$ cat config.mk
export PLATFORM = sky130hd
export DESIGN_NAME = ex_muldiv_ctrl_flat
export DESIGN_NICKNAME = d
export VERILOG_FILES = /design/src/rtl/ex_muldiv_ctrl_if.sv /design/src/rtl/ex_muldiv_ctrl.sv /design/src/flat_wrapper.sv
export SDC_FILE = /design/constraint.sdc
export NUM_CORES = 1
export LEC_CHECK = 0
export CORE_MARGIN = 2
export CORE_UTILIZATION = 55
export CTS_BUF_LIST = sky130_fd_sc_hd__clkbuf_8 sky130_fd_sc_hd__clkbuf_16
export DETAILED_ROUTE_END_ITERATION = 8
export GPL_ROUTABILITY_DRIVEN = 0
export PLACE_DENSITY = 0.78
export SLEW_MARGIN = 25
export SYNTH_ARGS = -nofsm -noshare
export SYNTH_HDL_FRONTEND = slang
export SYNTH_SLANG_ARGS = --single-unit
$ cat constraint.sdc
create_clock -name clk -period 7.4 [get_ports clk]
set_clock_uncertainty 0.15 [all_clocks]
set_input_delay 2.22 -clock clk [delete_from_list [all_inputs] [get_ports clk]]
set_output_delay 2.22 -clock clk [all_outputs]
set_load 0.02 [all_outputs]
$ cat src/rtl/ex_muldiv_ctrl_if.sv
// EX-stage <-> multiply/divide sequencer bundle: request, HI/LO access and status.
// master is the EX/decode side and slave is the sequencer.
interface ex_muldiv_ctrl_if #(
   parameter int DATA_W = 32
);
   logic              start;
   logic [1:0]        op;
   logic [DATA_W-1:0] op_a;
   logic [DATA_W-1:0] op_b;
   logic              rd_hi;
   logic              rd_lo;
   logic              wr_hi;
   logic              wr_lo;
   logic [DATA_W-1:0] wdata;
   logic              flush;
   logic [DATA_W-1:0] hi;
   logic [DATA_W-1:0] lo;
   logic              busy;
   logic              stall;
   logic              div0;

   modport master (
      output start, op, op_a, op_b, rd_hi, rd_lo, wr_hi, wr_lo, wdata, flush,
      input  hi, lo, busy, stall, div0
   );

   modport slave (
      input  start, op, op_a, op_b, rd_hi, rd_lo, wr_hi, wr_lo, wdata, flush,
      output hi, lo, busy, stall, div0
   );
endinterface

$ cat src/rtl/ex_muldiv_ctrl.sv
// Iterative multiply/divide sequencer with HI/LO ownership for the EX stage.
// Optional build macro MULDIV_EARLY_OUT_EN: multiplies finish once the remaining multiplier bits are zero.
//
// state | meaning
// IDLE  | HI/LO serve MFHI/MFLO/MTHI/MTLO, a new mult/div may be accepted
// RUN   | one shift-add or restoring-divide iteration per cycle
// FIX   | sign correction and HI/LO write-back
module ex_muldiv_ctrl #(
   parameter int DATA_W = 32,
   parameter int CNT_W  = 5
) (
   input logic            clk,
   input logic            rst_n,
   ex_muldiv_ctrl_if.slave bus
);

   localparam logic [1:0] S_IDLE = 2'd0;
   localparam logic [1:0] S_RUN  = 2'd1;
   localparam logic [1:0] S_FIX  = 2'd2;

   localparam logic [CNT_W-1:0] CNT_LAST = CNT_W'(DATA_W - 1);

   logic [1:0]        state;
   logic [CNT_W-1:0]  cnt;
   logic              is_div;
   logic              neg_q;
   logic              neg_r;
   logic [DATA_W:0]   mag_a;
   logic [DATA_W:0]   mag_b;
   logic [DATA_W:0]   acc_hi;
   logic [DATA_W-1:0] acc_lo;
   logic [DATA_W-1:0] hi_q;
   logic [DATA_W-1:0] lo_q;
   logic              div0_q;

   logic              busy;
   logic              idle;
   logic              op_signed;
   logic              op_div;
   logic              a_neg;
   logic              b_neg;
   logic              b_zero;
   logic [DATA_W:0]   a_abs;
   logic [DATA_W:0]   b_abs;
   logic              do_start;
   logic              accept;
   logic              div_zero_hit;
   logic              do_wr_hi;
   logic              do_wr_lo;

   // request decode and operand magnitudes
   always_comb begin
      op_signed    = ~bus.op[0];
      op_div       = bus.op[1];
      a_neg        = op_signed & bus.op_a[DATA_W-1];
      b_neg        = op_signed & bus.op_b[DATA_W-1];
      a_abs        = a_neg ? -{1'b1, bus.op_a} : {1'b0, bus.op_a};
      b_abs        = b_neg ? -{1'b1, bus.op_b} : {1'b0, bus.op_b};
      b_zero       = (bus.op_b == '0);
      idle         = (state == S_IDLE);
      do_start     = idle & bus.start & ~bus.flush;
      div_zero_hit = do_start & op_div & b_zero;
      accept       = do_start & ~(op_div & b_zero);
      do_wr_hi     = idle & ~bus.flush & ~bus.start & bus.wr_hi;
      do_wr_lo     = idle & ~bus.flush & ~bus.start & bus.wr_lo;
   end

   logic [DATA_W:0]   mul_add;
   logic [DATA_W+1:0] mul_sum;
   logic [DATA_W:0]   mul_hi_nxt;
   logic [DATA_W-1:0] mul_lo_nxt;
   logic [DATA_W:0]   div_shift;
   logic [DATA_W:0]   div_diff;
   logic              div_ge;
   logic [DATA_W:0]   div_hi_nxt;
   logic [DATA_W-1:0] div_lo_nxt;
   logic              mul_done_early;
   logic              run_last;

   // one iteration of each datapath; product bits enter acc_lo from the top
   always_comb begin
      mul_add    = mag_b[0] ? mag_a : '0;
      mul_sum    = {1'b0, acc_hi} + {1'b0, mul_add};
      mul_hi_nxt = mul_sum[DATA_W+1:1];
      mul_lo_nxt = {mul_sum[0], acc_lo[DATA_W-1:1]};

      div_shift  = {acc_hi[DATA_W-1:0], acc_lo[DATA_W-1]};
      div_ge     = (div_shift >= mag_b);
      div_diff   = div_shift - mag_b;
      div_hi_nxt = div_ge ? div_diff : div_shift;
      div_lo_nxt = {acc_lo[DATA_W-2:0], div_ge};

`ifdef MULDIV_EARLY_OUT_EN
      mul_done_early = ~is_div & (mag_b[DATA_W:1] == '0);
`else
      mul_done_early = 1'b0;
`endif
      run_last = (cnt == CNT_LAST) | mul_done_early;
   end

   logic [CNT_W:0]      shamt;
   logic [2*DATA_W-1:0] prod_raw;
   logic [2*DATA_W-1:0] prod_fix;
   logic [DATA_W-1:0]   quo_fix;
   logic [DATA_W-1:0]   rem_fix;
   logic [DATA_W-1:0]   fix_hi;
   logic [DATA_W-1:0]   fix_lo;

   // an early-exited product still sits shifted left by the skipped iterations;
   // cnt wraps to zero after a full run, which means no realignment
   always_comb begin
`ifdef MULDIV_EARLY_OUT_EN
      shamt = (cnt == '0) ? '0 : ((CNT_W+1)'(DATA_W) - {1'b0, cnt});
`else
      shamt = '0;
`endif
      prod_raw = {acc_hi[DATA_W-1:0], acc_lo} >> shamt;
      prod_fix = neg_q ? -prod_raw : prod_raw;
      quo_fix  = neg_q ? -acc_lo : acc_lo;
      rem_fix  = neg_r ? -acc_hi[DATA_W-1:0] : acc_hi[DATA_W-1:0];
      fix_hi   = is_div ? rem_fix : prod_fix[2*DATA_W-1:DATA_W];
      fix_lo   = is_div ? quo_fix : prod_fix[DATA_W-1:0];
   end

   always_ff @(posedge clk or negedge rst_n) begin
      if (!rst_n) begin
         state  <= S_IDLE;
         cnt    <= '0;
         is_div <= 1'b0;
         neg_q  <= 1'b0;
         neg_r  <= 1'b0;
         mag_a  <= '0;
         mag_b  <= '0;
         acc_hi <= '0;
         acc_lo <= '0;
      end else begin
         case (state)
            S_IDLE: begin
               if (accept) begin
                  mag_a  <= a_abs;
                  mag_b  <= b_abs;
                  is_div <= op_div;
                  neg_q  <= a_neg ^ b_neg;
                  neg_r  <= a_neg;
                  acc_hi <= '0;
                  acc_lo <= op_div ? a_abs[DATA_W-1:0] : '0;
                  cnt    <= '0;
                  state  <= S_RUN;
               end
            end
            S_RUN: begin
               if (bus.flush) begin
                  state <= S_IDLE;
               end else begin
                  cnt <= cnt + CNT_W'(1);
                  if (is_div) begin
                     acc_hi <= div_hi_nxt;
                     acc_lo <= div_lo_nxt;
                  end else begin
                     acc_hi <= mul_hi_nxt;
                     acc_lo <= mul_lo_nxt;
                     mag_b  <= mag_b >> 1;
                  end
                  if (run_last) begin
                     state <= S_FIX;
                  end
               end
            end
            S_FIX: begin
               state <= S_IDLE;
            end
            default: begin
               state <= S_IDLE;
            end
         endcase
      end
   end

   // HI/LO and the sticky divide-by-zero flag
   always_ff @(posedge clk or negedge rst_n) begin
      if (!rst_n) begin
         hi_q   <= '0;
         lo_q   <= '0;
         div0_q <= 1'b0;
      end else begin
         if (state == S_FIX && !bus.flush) begin
            hi_q <= fix_hi;
            lo_q <= fix_lo;
         end else begin
            if (do_wr_hi) begin
               hi_q <= bus.wdata;
            end
            if (do_wr_lo) begin
               lo_q <= bus.wdata;
            end
         end
         if (div_zero_hit) begin
            div0_q <= 1'b1;
         end
      end
   end

   assign busy      = (state != S_IDLE);
   assign bus.busy  = busy;
   assign bus.stall = busy & (bus.start | bus.rd_hi | bus.rd_lo | bus.wr_hi | bus.wr_lo);
   assign bus.hi    = hi_q;
   assign bus.lo    = lo_q;
   assign bus.div0  = div0_q;

endmodule

$ cat src/flat_wrapper.sv
// flat-port wrapper written by rule: the top's interface ports become plain ports
module ex_muldiv_ctrl_flat 
#(
   parameter int DATA_W = 32,
   parameter int CNT_W  = 5
)
  (clk, rst_n, bus_start, bus_op, bus_op_a, bus_op_b, bus_rd_hi, bus_rd_lo, bus_wr_hi, bus_wr_lo, bus_wdata, bus_flush, bus_hi, bus_lo, bus_busy, bus_stall, bus_div0);
  ex_muldiv_ctrl_if #(.DATA_W(DATA_W)) bus_i ();
  input logic clk;
  input logic rst_n;
  input wire logic [$bits(bus_i.start)-1:0] bus_start;
  input wire logic [$bits(bus_i.op)-1:0] bus_op;
  input wire logic [$bits(bus_i.op_a)-1:0] bus_op_a;
  input wire logic [$bits(bus_i.op_b)-1:0] bus_op_b;
  input wire logic [$bits(bus_i.rd_hi)-1:0] bus_rd_hi;
  input wire logic [$bits(bus_i.rd_lo)-1:0] bus_rd_lo;
  input wire logic [$bits(bus_i.wr_hi)-1:0] bus_wr_hi;
  input wire logic [$bits(bus_i.wr_lo)-1:0] bus_wr_lo;
  input wire logic [$bits(bus_i.wdata)-1:0] bus_wdata;
  input wire logic [$bits(bus_i.flush)-1:0] bus_flush;
  output wire logic [$bits(bus_i.hi)-1:0] bus_hi;
  output wire logic [$bits(bus_i.lo)-1:0] bus_lo;
  output wire logic [$bits(bus_i.busy)-1:0] bus_busy;
  output wire logic [$bits(bus_i.stall)-1:0] bus_stall;
  output wire logic [$bits(bus_i.div0)-1:0] bus_div0;
  assign bus_i.start = bus_start;
  assign bus_i.op = bus_op;
  assign bus_i.op_a = bus_op_a;
  assign bus_i.op_b = bus_op_b;
  assign bus_i.rd_hi = bus_rd_hi;
  assign bus_i.rd_lo = bus_rd_lo;
  assign bus_i.wr_hi = bus_wr_hi;
  assign bus_i.wr_lo = bus_wr_lo;
  assign bus_i.wdata = bus_wdata;
  assign bus_i.flush = bus_flush;
  assign bus_hi = bus_i.hi;
  assign bus_lo = bus_i.lo;
  assign bus_busy = bus_i.busy;
  assign bus_stall = bus_i.stall;
  assign bus_div0 = bus_i.div0;
  ex_muldiv_ctrl #(.DATA_W(DATA_W), .CNT_W(CNT_W)) u_core (.clk(clk), .rst_n(rst_n), .bus(bus_i));
endmodule
## Word-level counts from Yosys, hierarchy flattened

Cells that the tools add are included.

- Reductions and logical operators: 12
- Multiplexer cells: 33
- Equality and inequality tests: 7
- Add/sub/neg operators: 8
- Bitwise operators: 22
- Order comparisons: 1

Operators by type and width:

| kind | count |
|---|---|
| 2-to-1 mux 32 bit | 12 |
| 2-to-1 mux 33 bit | 10 |
| case mux 33 bit (2 select lines) | 2 |
| negator 33 bit | 2 |
| 2-to-1 mux 64 bit | 1 |
| negator 32 bit | 2 |
| negator 64 bit | 1 |
| case mux 32 bit (2 select lines) | 1 |
| adder 33 x 33 -> 34 bit | 1 |
| >= comparator 33 bit | 1 |
| subtractor 33 bit | 1 |
| logical NOT 32 bit | 1 |
| AND 1 bit | 13 |
| 2-to-1 mux 5 bit | 2 |
| case mux 5 bit (2 select lines) | 1 |
| nonzero test 2 bit | 4 |
| 2-to-1 mux 2 bit | 3 |
| inequality test 2 bit, second input constant | 3 |
| adder 5 x 1 -> 5 bit, second input constant | 1 |
| == test 5 bit, second input constant | 1 |
| NOT 1 bit | 4 |
| bitwise OR 1 bit | 4 |
| case mux 2 bit (2 select lines) | 1 |
| AND reduction 2 bit | 2 |
| 9 further kinds | 9 |

- Output and inout bits: 67
- Flip-flop bits (word level): 206
- Logic and storage cells: 95
- Bits of input ports: 106

## Depth between registers and ports, before layout

- Depth in word-level cells: 6
- Gate-level depth with buffers: 14

## Worst setup path before layout

OpenSTA, ideal clock, no wires.

- Kind: input to output
- Start: in bus_wr_lo
- End: out bus_stall
- Slack: 2.060 ns
- Data arrival time: 2.970 ns
- Cell stages on the path: 2
- Cells stage by stage: or4_1 > o21a_1

- Word-level cells in the longest chain between the ends: 2

RTL lines:

| element | RTL line | text |
|---|---|---|
| start, declared | flat_wrapper.sv:18 | `input wire logic [$bits(bus_i.wr_lo)-1:0] bus_wr_lo;` |
| bitwise OR 1 bit | ex_muldiv_ctrl.sv:205 | `assign bus.stall = busy & (bus.start \| bus.rd_hi \| bus.rd_lo \| bus.wr_hi \| bus.wr_lo);` |
| AND 1 bit | ex_muldiv_ctrl.sv:205 |  |
| end, declared | flat_wrapper.sv:24 | `output wire logic [$bits(bus_i.stall)-1:0] bus_stall;` |

No other way between the ends.

## Worst setup path in the final report

- Start: in bus_wr_hi
- End: out bus_stall

- Word-level cells in the longest chain between the ends: 3

RTL lines:

| element | RTL line | text |
|---|---|---|
| start, declared | flat_wrapper.sv:17 | `input wire logic [$bits(bus_i.wr_hi)-1:0] bus_wr_hi;` |
| bitwise OR 1 bit (2 in a row) | ex_muldiv_ctrl.sv:205 |  |
| AND 1 bit | ex_muldiv_ctrl.sv:205 |  |

No other way between the ends.

==> impl_results.md <==
* Status: complete, no violations
* Final instance area at 0.0192 mm2
* LEAKAGE at between 8 and 9 nW
* CP max-delay cell: clkdlybuf4s50_1
* Slew Viols, Final at 0
* CP Class: in -> out
* Pre-antenna DRT Iters at 8
* Most common cell after layout, fill and taps aside: dfrtp_1
* Die Area at 0.0316 mm2
* Routed WL at roughly 52 mm
* Maximum number of buffers from clock root to sink at 3
* Top_reg_cell synth: dfrtp_1
* Nets@finish at between 2000 and 2500
* Die width at 178 um
* Clk sinks at ~200
* Vias per std cell at 6.47
* Tcrit/Tclk final at 0.844
* Crit-path max FO at 3
* RSZ-0062 raised after global routing: false
* Share of cells above drive strength 1 at 0.0505
* Post-layout min period at 6.25 ns
* Fin worst setup slack at around 1.2 ns
* Max transition margin at 0.295
* Synth cell types at 88
* Post-Syn Area at 0.0166 mm2
* Core Area at 0.0297 mm2
* Setup crit start kind: input port
* CTS H-tree lvls at 1
* CTS hold repair buffers at 0
* Slew @ Worst Pin at approximately 1.1 ns
* Syn nets at around 2200
* Most frequent cells in the layout: dfrtp_1 (205), nand2_1 (190), clkdlybuf4s50_1 (171)
* Post-CTS Resized at 0
* Share of flip-flops with an asynchronous set or reset at 1.00
* CP max stage delay at roughly 0.53 ns
* FF+latch area at 0.00516 mm2
* CTS clk-pin slew, worst paths at 0.06 ns
* Initial Util at 0.559
* CP Capture Type: primary output
* Synthesized area per cell at 8.32 um2
* Critical path arrival at 3.88 ns
* Via count of the first global-routing pass at about 15000
* Final antenna-violating net count at 0
* Skew-Pair Late Insertion Delay at 0.54 ns
* DR iter-0 viols at ~1800
* Placed inst area at between 0.015 and 0.02 mm2
* Total track usage at 0.329
* Finish-stage setup viols at 0
* Critical path required time at between 5 and 6 ns
* Power density over cell area at approximately 380 mW/mm2
* DR WL/cell at around 21 um
* Grt total ovfl at 0
* IO buf count at between 150 and 200
* Num CTS Buffers at 24
* Area of the multi-input gates at about 0.011 mm2
* Endpoints failing hold at 0
* Worst hold margin at between 0.3 and 0.4 ns
* Seq/Total Area, Yosys at 0.310
* First-pass GRT wire length at about 82 mm
* Initial antenna violation count at 4
* Max cap viols at 0
* Area Growth Syn to Fin at 15.7%
* # diodes at 0
* # fillers at between 2000 and 3000
* Synth Register Bits at 206
* Hold Crit Class: reg -> reg
* Peak VDD IR at roughly 230 uV
* Max Clk Rate at around 160 MHz
* Setup tns final at 0 ns
* Via count at between 15000 and 20000
* DRC Markers at 0
* I/O pin total at around 170
* CTS tree: yes
* Post-detail-place hpwl at 39.0 mm
* Root Buffer: clkbuf_16
* Largest net degree at the start of global routing at 128
* Post-CTS Setup Inserts at 0
* Die Span Y at between 150 and 200 um
* Cells after Synth at about 2000
* Post-synth EDFFs at 0
* Synth warn at 0
* FP Rows at 63
* Most used cell, CP: clkdlybuf4s50_1
* DP Worst Slack at approximately 1.1 ns
* CP Cell Sequence: clkdlybuf4s50_1 > or4_1 > o21a_1 > clkdlybuf4s50_1
## area by class of cell
class,instances,area share
inverters,78,0.0152
well taps,390,0.0254
clock inverters,12,0.00586
repair buffers,188,0.0962
clock buffers,30,0.0361
multi-input cells,1585,0.553
flip-flops and latches,206,0.268
## per-layer routing
metal  share of wire  GRT usage  vias up
li1                -          -     7431
met2            0.45      0.522      879
met5               0          0        -
met3            0.10     0.0576      175
met1            0.40      0.439     7615
met4           0.050      0.150        0
## report_power, final
group	internal, W	total, W	switching (W)
clock network	0.000728	0.00122	0.000492
logic	0.00168	0.00404	0.00236
registers	0.00144	0.00200	0.000556
total	0.00385	0.00726	0.00341
## worst max-delay path: cells and delay by family
kind,cells,cell delay [ns]
compound gates,1,0.18
buf+inv,2,0.96
simple gates,1,0.51
## synth_stat cells (10+ instances only)
master      n  area, um2
dfrtp_1   206       5150
nand2_1   191        717
o21ai_0   167        836
a21oi_1   159        796
nor2_1    143        537
xnor2_1   108        946
mux2i_1   101       1010
clkbuf_1   89        334
inv_1      78        293
ha_1       72        901
xor2_1     57        499
nand3_1    39        195
o21a_1     39        293
o211ai_1   37        278
a21o_1     36        270
and2_1     36        225
o221ai_1   35        307
or3_1      35        219
nor3_1     30        150
or4_1      20        150
mux2_2     19        214
nor4_1     19        119
o31ai_1    19        143
o21ai_1    18       90.1
nand4_1    16        100
a31oi_1    15       93.8
buf_1      15       56.3
buf_2      15       75.1
a211oi_1   14        105
a22oi_1    14        105
and3_1     13       81.3
nand2b_1   10       62.6
## registers in the layout (all words and copies together) (netlist names), 2 cells and up
signal         count
u_core.acc_hi     33
u_core.bus.lo     32
u_core.bus.hi     32
u_core.state       2
u_core.acc_lo     32
u_core.cnt         5
u_core.mag_a      33
u_core.mag_b      33
## path summary, 6_finish.rpt
check | start | endpoint | cells after the start | slack [ns]
min in group asynchronous | rst_n | u_core.bus.lo[13]$_DFFE_PN0P_ | 1 | 1.60
max | bus_wr_hi | bus_stall | 4 | 1.15
max reg2reg | u_core.acc_hi[10]$_DFFE_PN0P_ | u_core.acc_hi[6]$_DFFE_PN0P_ | 9 | 3.27
max in group asynchronous | rst_n | u_core.mag_a[11]$_DFFE_PN0P_ | 2 | 4.19
min reg2reg | u_core.mag_a[27]$_DFFE_PN0P_ | u_core.mag_a[27]$_DFFE_PN0P_ | 2 | 0.33
min | u_core.mag_a[27]$_DFFE_PN0P_ | u_core.mag_a[27]$_DFFE_PN0P_ | 2 | 0.33
## per-stage QoR
step | utilization | total power [W] | cells
global placement | 0.619 | 0.00582 | 2447
CTS | 0.646 | 0.00716 | 2489
detailed placement | 0.619 | 0.00592 | 2447
floorplan | - | 0.00471 | 1997
finish | 0.647 | 0.00726 | 2489
global route | 0.647 | 0.00770 | 2489
## cells by family (layout without fill, tap and decap cells)
| group | Yosys count | after routing | synth area share |
|---|---|---|---|
| adder cells (fa/ha/maj) | 74 | 74 | 0.0566 |
| XOR/XNOR | 165 | 165 | 0.0870 |
| buffers and inverters | 206 | 308 | 0.0517 |
| multiplexers | 121 | 121 | 0.0744 |
| AO/OA/AOI/OAI | 632 | 632 | 0.243 |
| flip-flops | 206 | 206 | 0.310 |
| AND/OR/NAND/NOR | 593 | 593 | 0.177 |
No activity file was read; power rests on OpenSTA's default activity.
